--- src/rtl/vga_timing_pkg.sv ---
// Shared raster timing constants and coordinate type for the VGA timing path.
package vga_timing_pkg;

    typedef logic [10:0] coord_t;

    localparam int H_VISIBLE_DEF = 640;
    localparam int H_FP_DEF      = 16;
    localparam int H_SYNC_DEF    = 96;
    localparam int H_BP_DEF      = 48;
    localparam int V_VISIBLE_DEF = 480;
    localparam int V_FP_DEF      = 10;
    localparam int V_SYNC_DEF    = 2;
    localparam int V_BP_DEF      = 33;

    function automatic int raster_total(input int vis, input int fp, input int sync, input int bp);
        return vis + fp + sync + bp;
    endfunction

    localparam int H_TOTAL_DEF = raster_total(H_VISIBLE_DEF, H_FP_DEF, H_SYNC_DEF, H_BP_DEF);
    localparam int V_TOTAL_DEF = raster_total(V_VISIBLE_DEF, V_FP_DEF, V_SYNC_DEF, V_BP_DEF);

endpackage

--- src/rtl/vga_timing_if.sv ---
// Raster bundle: pixel enable in, scan coordinates and sync/blank/frame strobes out.
interface vga_timing_if;
    import vga_timing_pkg::*;

    logic   pixelEn;
    coord_t pixelX;
    coord_t pixelY;
    logic   hSyncN;
    logic   vSyncN;
    logic   blankN;
    logic   startOfFrame;

    modport master (
        input  pixelEn,
        output pixelX, pixelY, hSyncN, vSyncN, blankN, startOfFrame
    );

    modport slave (
        output pixelEn,
        input  pixelX, pixelY, hSyncN, vSyncN, blankN, startOfFrame
    );

endinterface

--- src/rtl/vga_sync_delay.sv ---
// STAGES-deep shift register for the {hSyncN, vSyncN, blankN} triple; resets to idle sync, blanked.
module vga_sync_delay #(
    parameter int STAGES = 1
) (
    input  logic       clk,
    input  logic       resetN,
    input  logic [2:0] d,
    output logic [2:0] q
);

    localparam logic [2:0] IDLE = 3'b110;

    logic [STAGES-1:0][2:0] pipe;

    always_ff @(posedge clk) begin
        if (!resetN) begin
            pipe <= {STAGES{IDLE}};
        end else begin
            pipe[0] <= d;
            for (int i = 1; i < STAGES; i++) pipe[i] <= pipe[i-1];
        end
    end

    assign q = pipe[STAGES-1];

endmodule

--- src/rtl/vga_timing_gen.sv ---
// VGA raster timing generator: scan counters plus registered sync/blank/start-of-frame.
// Optional VGA_SYNC_DELAY_EN delays hSyncN/vSyncN/blankN by SYNC_DELAY clk cycles.
module vga_timing_gen
    import vga_timing_pkg::*;
#(
    parameter int H_VISIBLE  = H_VISIBLE_DEF,
    parameter int H_FP       = H_FP_DEF,
    parameter int H_SYNC     = H_SYNC_DEF,
    parameter int H_BP       = H_BP_DEF,
    parameter int V_VISIBLE  = V_VISIBLE_DEF,
    parameter int V_FP       = V_FP_DEF,
    parameter int V_SYNC     = V_SYNC_DEF,
    parameter int V_BP       = V_BP_DEF,
    parameter int SYNC_DELAY = 1
) (
    input  logic         clk,
    input  logic         resetN,
    vga_timing_if.master vga
);

    localparam int H_TOTAL = raster_total(H_VISIBLE, H_FP, H_SYNC, H_BP);
    localparam int V_TOTAL = raster_total(V_VISIBLE, V_FP, V_SYNC, V_BP);

    localparam coord_t X_LAST = coord_t'(H_TOTAL - 1);
    localparam coord_t Y_LAST = coord_t'(V_TOTAL - 1);
    localparam coord_t X_VIS  = coord_t'(H_VISIBLE);
    localparam coord_t Y_VIS  = coord_t'(V_VISIBLE);
    localparam coord_t HS_BEG = coord_t'(H_VISIBLE + H_FP);
    localparam coord_t HS_END = coord_t'(H_VISIBLE + H_FP + H_SYNC);
    localparam coord_t VS_BEG = coord_t'(V_VISIBLE + V_FP);
    localparam coord_t VS_END = coord_t'(V_VISIBLE + V_FP + V_SYNC);

    coord_t x_q, y_q, x_nxt, y_nxt;
    logic   hs_q, vs_q, bl_q, sof_q;

    always_comb begin
        x_nxt = x_q + coord_t'(1);
        y_nxt = y_q;
        if (x_q == X_LAST) begin
            x_nxt = '0;
            y_nxt = (y_q == Y_LAST) ? '0 : y_q + coord_t'(1);
        end
    end

    // Decode is taken from the next coordinates so sync/blank land on the same edge as the counters.
    always_ff @(posedge clk) begin
        if (!resetN) begin
            x_q   <= X_LAST;
            y_q   <= Y_LAST;
            hs_q  <= 1'b1;
            vs_q  <= 1'b1;
            bl_q  <= 1'b0;
            sof_q <= 1'b0;
        end else if (vga.pixelEn) begin
            x_q   <= x_nxt;
            y_q   <= y_nxt;
            hs_q  <= !(x_nxt >= HS_BEG && x_nxt < HS_END);
            vs_q  <= !(y_nxt >= VS_BEG && y_nxt < VS_END);
            bl_q  <= (x_nxt < X_VIS) && (y_nxt < Y_VIS);
            sof_q <= (x_nxt == '0) && (y_nxt == '0);
        end else begin
            sof_q <= 1'b0;
        end
    end

    assign vga.pixelX       = x_q;
    assign vga.pixelY       = y_q;
    assign vga.startOfFrame = sof_q;

`ifdef VGA_SYNC_DELAY_EN
    logic [2:0] sync_dly;

    vga_sync_delay #(.STAGES(SYNC_DELAY)) u_sync_delay (
        .clk    (clk),
        .resetN (resetN),
        .d      ({hs_q, vs_q, bl_q}),
        .q      (sync_dly)
    );

    assign vga.hSyncN = sync_dly[2];
    assign vga.vSyncN = sync_dly[1];
    assign vga.blankN = sync_dly[0];
`else
    assign vga.hSyncN = hs_q;
    assign vga.vSyncN = vs_q;
    assign vga.blankN = bl_q;
`endif

endmodule

--- src/flat_wrapper.sv ---
// flat-port wrapper written by rule: the top's interface ports become plain ports
module vga_timing_gen_flat import vga_timing_pkg::*;
#(
    parameter int H_VISIBLE  = H_VISIBLE_DEF,
    parameter int H_FP       = H_FP_DEF,
    parameter int H_SYNC     = H_SYNC_DEF,
    parameter int H_BP       = H_BP_DEF,
    parameter int V_VISIBLE  = V_VISIBLE_DEF,
    parameter int V_FP       = V_FP_DEF,
    parameter int V_SYNC     = V_SYNC_DEF,
    parameter int V_BP       = V_BP_DEF,
    parameter int SYNC_DELAY = 1
)
  (clk, resetN, vga_pixelEn, vga_pixelX, vga_pixelY, vga_hSyncN, vga_vSyncN, vga_blankN, vga_startOfFrame);
  vga_timing_if vga_i ();
  input  logic clk;
  input  logic resetN;
  input wire logic [$bits(vga_i.pixelEn)-1:0] vga_pixelEn;
  output wire logic [$bits(vga_i.pixelX)-1:0] vga_pixelX;
  output wire logic [$bits(vga_i.pixelY)-1:0] vga_pixelY;
  output wire logic [$bits(vga_i.hSyncN)-1:0] vga_hSyncN;
  output wire logic [$bits(vga_i.vSyncN)-1:0] vga_vSyncN;
  output wire logic [$bits(vga_i.blankN)-1:0] vga_blankN;
  output wire logic [$bits(vga_i.startOfFrame)-1:0] vga_startOfFrame;
  assign vga_i.pixelEn = vga_pixelEn;
  assign vga_pixelX = vga_i.pixelX;
  assign vga_pixelY = vga_i.pixelY;
  assign vga_hSyncN = vga_i.hSyncN;
  assign vga_vSyncN = vga_i.vSyncN;
  assign vga_blankN = vga_i.blankN;
  assign vga_startOfFrame = vga_i.startOfFrame;
  vga_timing_gen #(.H_VISIBLE(H_VISIBLE), .H_FP(H_FP), .H_SYNC(H_SYNC), .H_BP(H_BP), .V_VISIBLE(V_VISIBLE), .V_FP(V_FP), .V_SYNC(V_SYNC), .V_BP(V_BP), .SYNC_DELAY(SYNC_DELAY)) u_core (.clk(clk), .resetN(resetN), .vga(vga_i));
endmodule
--- config.mk ---
export PLATFORM = sky130hd
export DESIGN_NAME = vga_timing_gen_flat
export DESIGN_NICKNAME = d
export VERILOG_FILES = /design/src/rtl/vga_timing_pkg.sv /design/src/rtl/vga_timing_if.sv /design/src/rtl/vga_sync_delay.sv /design/src/rtl/vga_timing_gen.sv /design/src/flat_wrapper.sv
export SDC_FILE = /design/constraint.sdc
export NUM_CORES = 1
export LEC_CHECK = 0
export ABC_AREA = 1
export CAP_MARGIN = 20
export CORE_ASPECT_RATIO = 1.25
export CORE_UTILIZATION = 49
export DETAILED_ROUTE_END_ITERATION = 8
export GPL_TIMING_DRIVEN = 0
export PLACE_DENSITY = 0.77
export SLEW_MARGIN = 20
export SYNTH_ARGS = -nofsm -noshare
export SYNTH_HDL_FRONTEND = slang
export SYNTH_HIERARCHICAL = 1
export SYNTH_SLANG_ARGS = --single-unit
--- constraint.sdc ---
create_clock -name clk -period 1.9 [get_ports clk]
set_clock_uncertainty 0.15 [all_clocks]
set_input_delay 0.38 -clock clk [delete_from_list [all_inputs] [get_ports clk]]
set_output_delay 0.38 -clock clk [all_outputs]
set_load 0.01 [all_outputs]
======== Word-level counts from Yosys, hierarchy flattened ========
Index checks and enable logic that the tools add are counted.
operators by class
  $add $sub $neg .......................... 2
  $lt $le $gt $ge ......................... 6
  equal/unequal tests ..................... 2
  multiplexer cells ....................... 3
  reductions and logical operators ........ 9
operators with widths
  cell                                                                                    number
  11-bit 2-to-1 mux                                                                       3
  11-bit by 1-bit adder with 11-bit output (second input constant)                        2
  11-bit by 10-bit == test with 1-bit output (second input constant)                      2
  11-bit zero test                                                                        2
  11-bit by 10-bit less-than comparator with 1-bit output (second input constant)         2
  11-bit by 9-bit less-than comparator with 1-bit output (second input constant)          2
  11-bit by 10-bit greater-or-equal comparator with 1-bit output (second input constant)  1
  11-bit by 9-bit greater-or-equal comparator with 1-bit output (second input constant)   1
  1-bit logical AND                                                                       4
  1-bit zero test                                                                         2
  2-bit AND reduction                                                                     1
storage, ports and cells
  register bits after elaboration ......... 26
  output and inout port bits .............. 26
  word-level logic and storage cells ...... 28

======== Logic depth before layout (Yosys ltp) ========
  word-level depth ........................ 6
  mapped depth ............................ 14
  depth with buffers taken out ............ 14

======== Least setup slack after synthesis ========
Ideal clock, no wire load.
  path type ............................... register to register
  start ................................... register u_core.x_q[0], in the netlist u_core/vga.pixelX[0]
  end ..................................... register u_core.bl_q, in the netlist u_core/vga.blankN
  arrival time ............................ 1.665 ns
  data required time ...................... 1.619 ns
  slack ................................... -0.046 ns
  stages on the path, launching flop included .. 14
  path buffers ............................ 1
  period minus slack after synthesis ...... 1.946 ns
  cells stage by stage .................... dfxtp_1 > ha_1 > nand2_1 > nor2_2 > nand2_2 > nor2_4 > buf_6 > nand3_1 > nand2_1 > nand2_1 > nor2_1 > nand2_1 > nand3_2 > a21oi_2
on the way
  word-level cells in the longest chain between the ends .. 4
ends and longest elaborated chain
  what                                                                                                                               RTL line                                    RTL
  start: declaration                                                                                                                 vga_timing_gen.sv:33                        coord_t x_q, y_q, x_nxt, y_nxt;
  start signal: assignment                                                                                                           vga_timing_gen.sv:55                        x_q <= x_nxt;
  11-bit by 1-bit adder with 11-bit output or 11-bit by 10-bit == test with 1-bit output (tied branches)                             vga_timing_gen.sv:37, vga_timing_gen.sv:39
  11-bit 2-to-1 mux                                                                                                                  vga_timing_gen.sv:39                        if (x_q == X_LAST) begin
  11-bit by 10-bit less-than comparator with 1-bit output or 11-bit by 9-bit less-than comparator with 1-bit output (tied branches)  vga_timing_gen.sv:59                        bl_q <= (x_nxt < X_VIS) && (y_nxt < Y_VIS);
  1-bit logical AND (*)                                                                                                              vga_timing_gen.sv:59
  end signal: assignment                                                                                                             vga_timing_gen.sv:59
  end: declaration                                                                                                                   vga_timing_gen.sv:34                        logic hs_q, vs_q, bl_q, sof_q;
Mark *: on every way between the ends. The rest lies on a longest branch, timed or not.
A chain may end at the register's enable or synchronous reset.

======== Worst setup path in the final report ========
  start ................................... register u_core.x_q[1], in the netlist u_core/vga.pixelX[1]
  end ..................................... register u_core.vs_q, in the netlist u_core/vga.vSyncN
on the way
  word-level cells in the longest chain between the ends .. 5
ends and longest elaborated chain
  what                                                                                                                                     RTL line              RTL
  11-bit by 10-bit == test with 1-bit output (*)                                                                                           vga_timing_gen.sv:39
  11-bit 2-to-1 mux (*)                                                                                                                    vga_timing_gen.sv:39
  11-bit by 9-bit greater-or-equal comparator with 1-bit output or 11-bit by 9-bit less-than comparator with 1-bit output (tied branches)  vga_timing_gen.sv:58  vs_q <= !(y_nxt >= VS_BEG && y_nxt < VS_END);
  1-bit logical AND (*)                                                                                                                    vga_timing_gen.sv:58
  1-bit zero test (*)                                                                                                                      vga_timing_gen.sv:58
  end signal: assignment                                                                                                                   vga_timing_gen.sv:58
  end: declaration                                                                                                                         vga_timing_gen.sv:34
Marked as above.

==> results_dict.tcl <==
set metrics [dict create \
    holdWs_ns 0.327 \
    grt.overflow.total 0 \
    area_growth_syn_to_layout_pct 34.2 \
    pwr-share-seq 0.397 \
    fmax_ghz 0.515 \
    hp-class "flop to flop" \
    status "finished, violations left" \
    grt_pass1_wl_um 8390 \
    crit_path_max_incr_delay_ns 0.36 \
    crit_chain "ha_4 > nand3_2 > nor2_4 > buf_4 > nand2_4 > nor2_2 > nand2_1 > nand2_1 > nor2_2 > nor2_2 > nand3_1 > nand2_1 > nand2_1" \
    combPwrFrac 0.379 \
    slew_viol_final 0 \
    cts_hold_buf 0 \
    wl_um 5080 \
    first_pass_iters 6 \
    synth_top_family_by_area "simple AND/OR/NAND/NOR gates" \
    fp.dieH_um 71.1 \
    peakVddDrop_v 0.000402 \
    p_sw_frac 0.356 \
    initial_core_util 0.523 \
    yosysUniqueCellTypes 31 \
    ys_seq_area_frac 0.278 \
    drt_iter0_drc 119 \
    vias_per_cell 5.38 \
    p_switching_uw 572 \
    drc 3 \
    core_area_um2 3570 \
    cts_made_buffers 3 \
    synth_warnings 6 \
    critPathMaxFanout 7 \
    finalSetupViolations 2 \
    violations "design-rule violations, negative setup slack" \
    track_usage 0.262 \
    crit_path_start_kind "flop" \
    portBuffers 27 \
    nets 355 \
    dp_hpwl_um 3600 \
    root_buffer "clkbuf_8" \
    synth-compound-area-share 0.134 \
    rows 24 \
    cts.reportedPaths.clkPinSlew_ns 0.09 \
    synth_fa_ha_area_frac 0.0201 \
    worst_path_max_delay_cell "dfxtp_4" \
    cp_num_buf_inv 1 \
    diodes 0 \
    clock_latency_ns 0.27 \
    p_leak_uw 0.00120 \
    grt_pass1_vias 1951 \
    cpMostUsedCell "nand2_1" \
    crit_required_ns 1.93 \
    dpl-instance-area_um2 2190 \
    synthSimpleGateAreaFrac 0.441 \
    cts.sinks 26 \
    setup_ws_ns -0.0404 \
    yosys.area_share.xor_xnor 0.00936 \
    dr_total_vias 2083 \
    syn-cell-area_um2 1870 \
    power.density_nw_per_um2 640 \
    final_util 0.702 \
    yosysTopAreaCell "dfxtp_1" \
    syn-num-nets 307 \
    pwr-share-clk 0.224 \
    arrival_ns 1.97 \
    cpLargestDelayFamily "simple AND/OR/NAND/NOR gates" \
    dp_slack_ns -0.202 \
    gp_congestion 0.873 \
    clock_path_buffers 2 \
    avgSynthCellArea_um2 6.21 \
    grt_max_degree 15 \
    ios 29 \
    syn_inst 301 \
    path_class "flop to flop" \
    internal-power_uw 1040 \
    fin_crit_ns 1.94 \
    max_slew.worst_pin.slew_ns 0.515 \
    rsz0062_at_grt "yes" \
    fillers 333 \
    hold_viol_final 0 \
    die_w_um 57.3 \
    fin_area_um2 2510 \
    synth_top_cells_by_area "dfxtp_1 (28%), nand2_1 (16%), inv_1 (7.6%), nand3_1 (6.4%), nor2_1 (5.0%)" \
    antenna_found_initial 0 \
    ys_ff_latch 26 \
    post-route-period-util 1.02 \
    synth_top_area_share 0.278 \
    ant_nets 0 \
    critPathCaptureType "flop" \
    drive_above_1_share 0.259 \
    slew_headroom 0.657 \
    die_area_um2 4070 \
    avgRoutedWirePerCell_um 13.1 \
    drv_cap 0 \
    tritoncts "built" \
    cts_htree_levels 1 \
    synth_mux_area_frac 0 \
]
==> final timing paths <==
path	startpoint	to	slack, ns	cells after the start
hold reg to reg	u_core/vga.vSyncN$_SDFFE_PN1P_	u_core/vga.vSyncN$_SDFFE_PN1P_	0.33	2
hold / removal	u_core/vga.vSyncN$_SDFFE_PN1P_	u_core/vga.vSyncN$_SDFFE_PN1P_	0.33	2
setup / recovery	u_core/vga.pixelX[1]$_SDFFE_PN1P_	u_core/vga.vSyncN$_SDFFE_PN1P_	-0.04	13
setup reg to reg	u_core/vga.pixelX[1]$_SDFFE_PN1P_	u_core/vga.vSyncN$_SDFFE_PN1P_	-0.04	13
==> what timing repair did <==
action | 4_1_cts | 5_1_grt
gates cloned | 1 | 0
buffers inserted | 7 | 8
resized for setup | 20 | 26
endpoints found under the setup margin | 5 | 7
pin swaps | 9 | 12
==> state kept, by name, indices dropped and copies added, names as in the netlist <==
register                 count
u_core/vga.pixelX           11
u_core/vga.pixelY           11
u_core/vga.blankN            1
u_core/vga.hSyncN            1
u_core/vga.startOfFrame      1
u_core/vga.vSyncN            1
==> cell type report <==
type                            count  area [µm²]  share of cell area
Buffer                             12        61.3              0.0244
Clock buffer                        4        55.1              0.0219
Inverter                           42         158              0.0628
Multi-Input combinational cell    221        1250               0.497
Sequential cell                    26         542               0.216
Tap cell                           39        48.8              0.0194
Timing Repair Buffer               43         398               0.159
==> cell usage after synthesis, drive strengths merged <==
library cell,count
o31ai,1
o211ai,4
clkinv,2
nor3,3
buf,6
nand3,28
nand4,9
clkbuf,6
o21ai,20
nand3b,2
ha,3
o21bai,1
nor2,38
a21boi,1
nand2,90
a21oi,19
inv,40
dfxtp,26
xor2,2
==> per-layer routing <==
| layer | GRT usage | up-vias | share of wire |
|---|---|---|---|
| li1 | - | 1060 | - |
| met4 | 0.0759 | 0 | 0.015 |
| met5 | 0 | - | 0 |
| met1 | 0.307 | 957 | 0.43 |
| met2 | 0.489 | 53 | 0.52 |
| met3 | 0.0329 | 13 | 0.044 |
==> per-stage QoR <==
step | TNS [ns] | power, µW | instances
finish | -0.0797 | 1610 | 387
global route | -0.520 | 1700 | 387
CTS | -0.0241 | 1540 | 379
detailed placement | -0.860 | 1130 | 367
global placement | -0.764 | 1130 | 367
floorplan | 0 | 972 | 301
==> power groups by stage <==
| stage | sequential [µW] | clock (µW) | combinational, µW |
|---|---|---|---|
| after floorplan | 658 | 0 | 313 |
| after global placement | 649 | 0 | 477 |
| after detailed placement | 650 | 0 | 484 |
| after CTS | 635 | 367 | 537 |
| after global routing | 646 | 386 | 668 |
| final | 639 | 359 | 609 |
==> logic make-up (layout without fill, tap and decap cells) <==
logic type / after synthesis / count (layout)
XOR/XNOR: 2 / 2
adder cells (fa/ha/maj): 3 / 3
buffers and inverters: 54 / 101
flip-flops: 26 / 26
AO/OA/AOI/OAI: 46 / 46
AND/OR/NAND/NOR: 170 / 170
==> worst register-to-register path, cell delays in order, from the launching register on <==
cell	delay, ns
dfxtp_4	0.36
ha_4	0.16
nand3_2	0.12
nor2_4	0.17
buf_4	0.15
nand2_4	0.09
nor2_2	0.15
nand2_1	0.07
nand2_1	0.11
nor2_2	0.07
nor2_2	0.08
nand3_1	0.08
nand2_1	0.06
nand2_1	0.04
==> cells in the final DEF (no fill, tap or decap), types with 5 or more instances in the layout <==
master	Yosys	routed
nand2_1	82	76
inv_1	38	37
clkdlybuf4s50_1	0	27
nand3_1	24	20
a21oi_1	18	18
dfxtp_1	26	17
nor2_2	8	16
o21ai_0	18	16
buf_4	1	15
nor2_1	25	15
nand2_2	8	12
nand4_1	8	8
nand3_2	4	8
clkbuf_1	6	6
nor2_4	4	6
dfxtp_2	0	5
No activity file was read; power rests on OpenSTA's default activity.
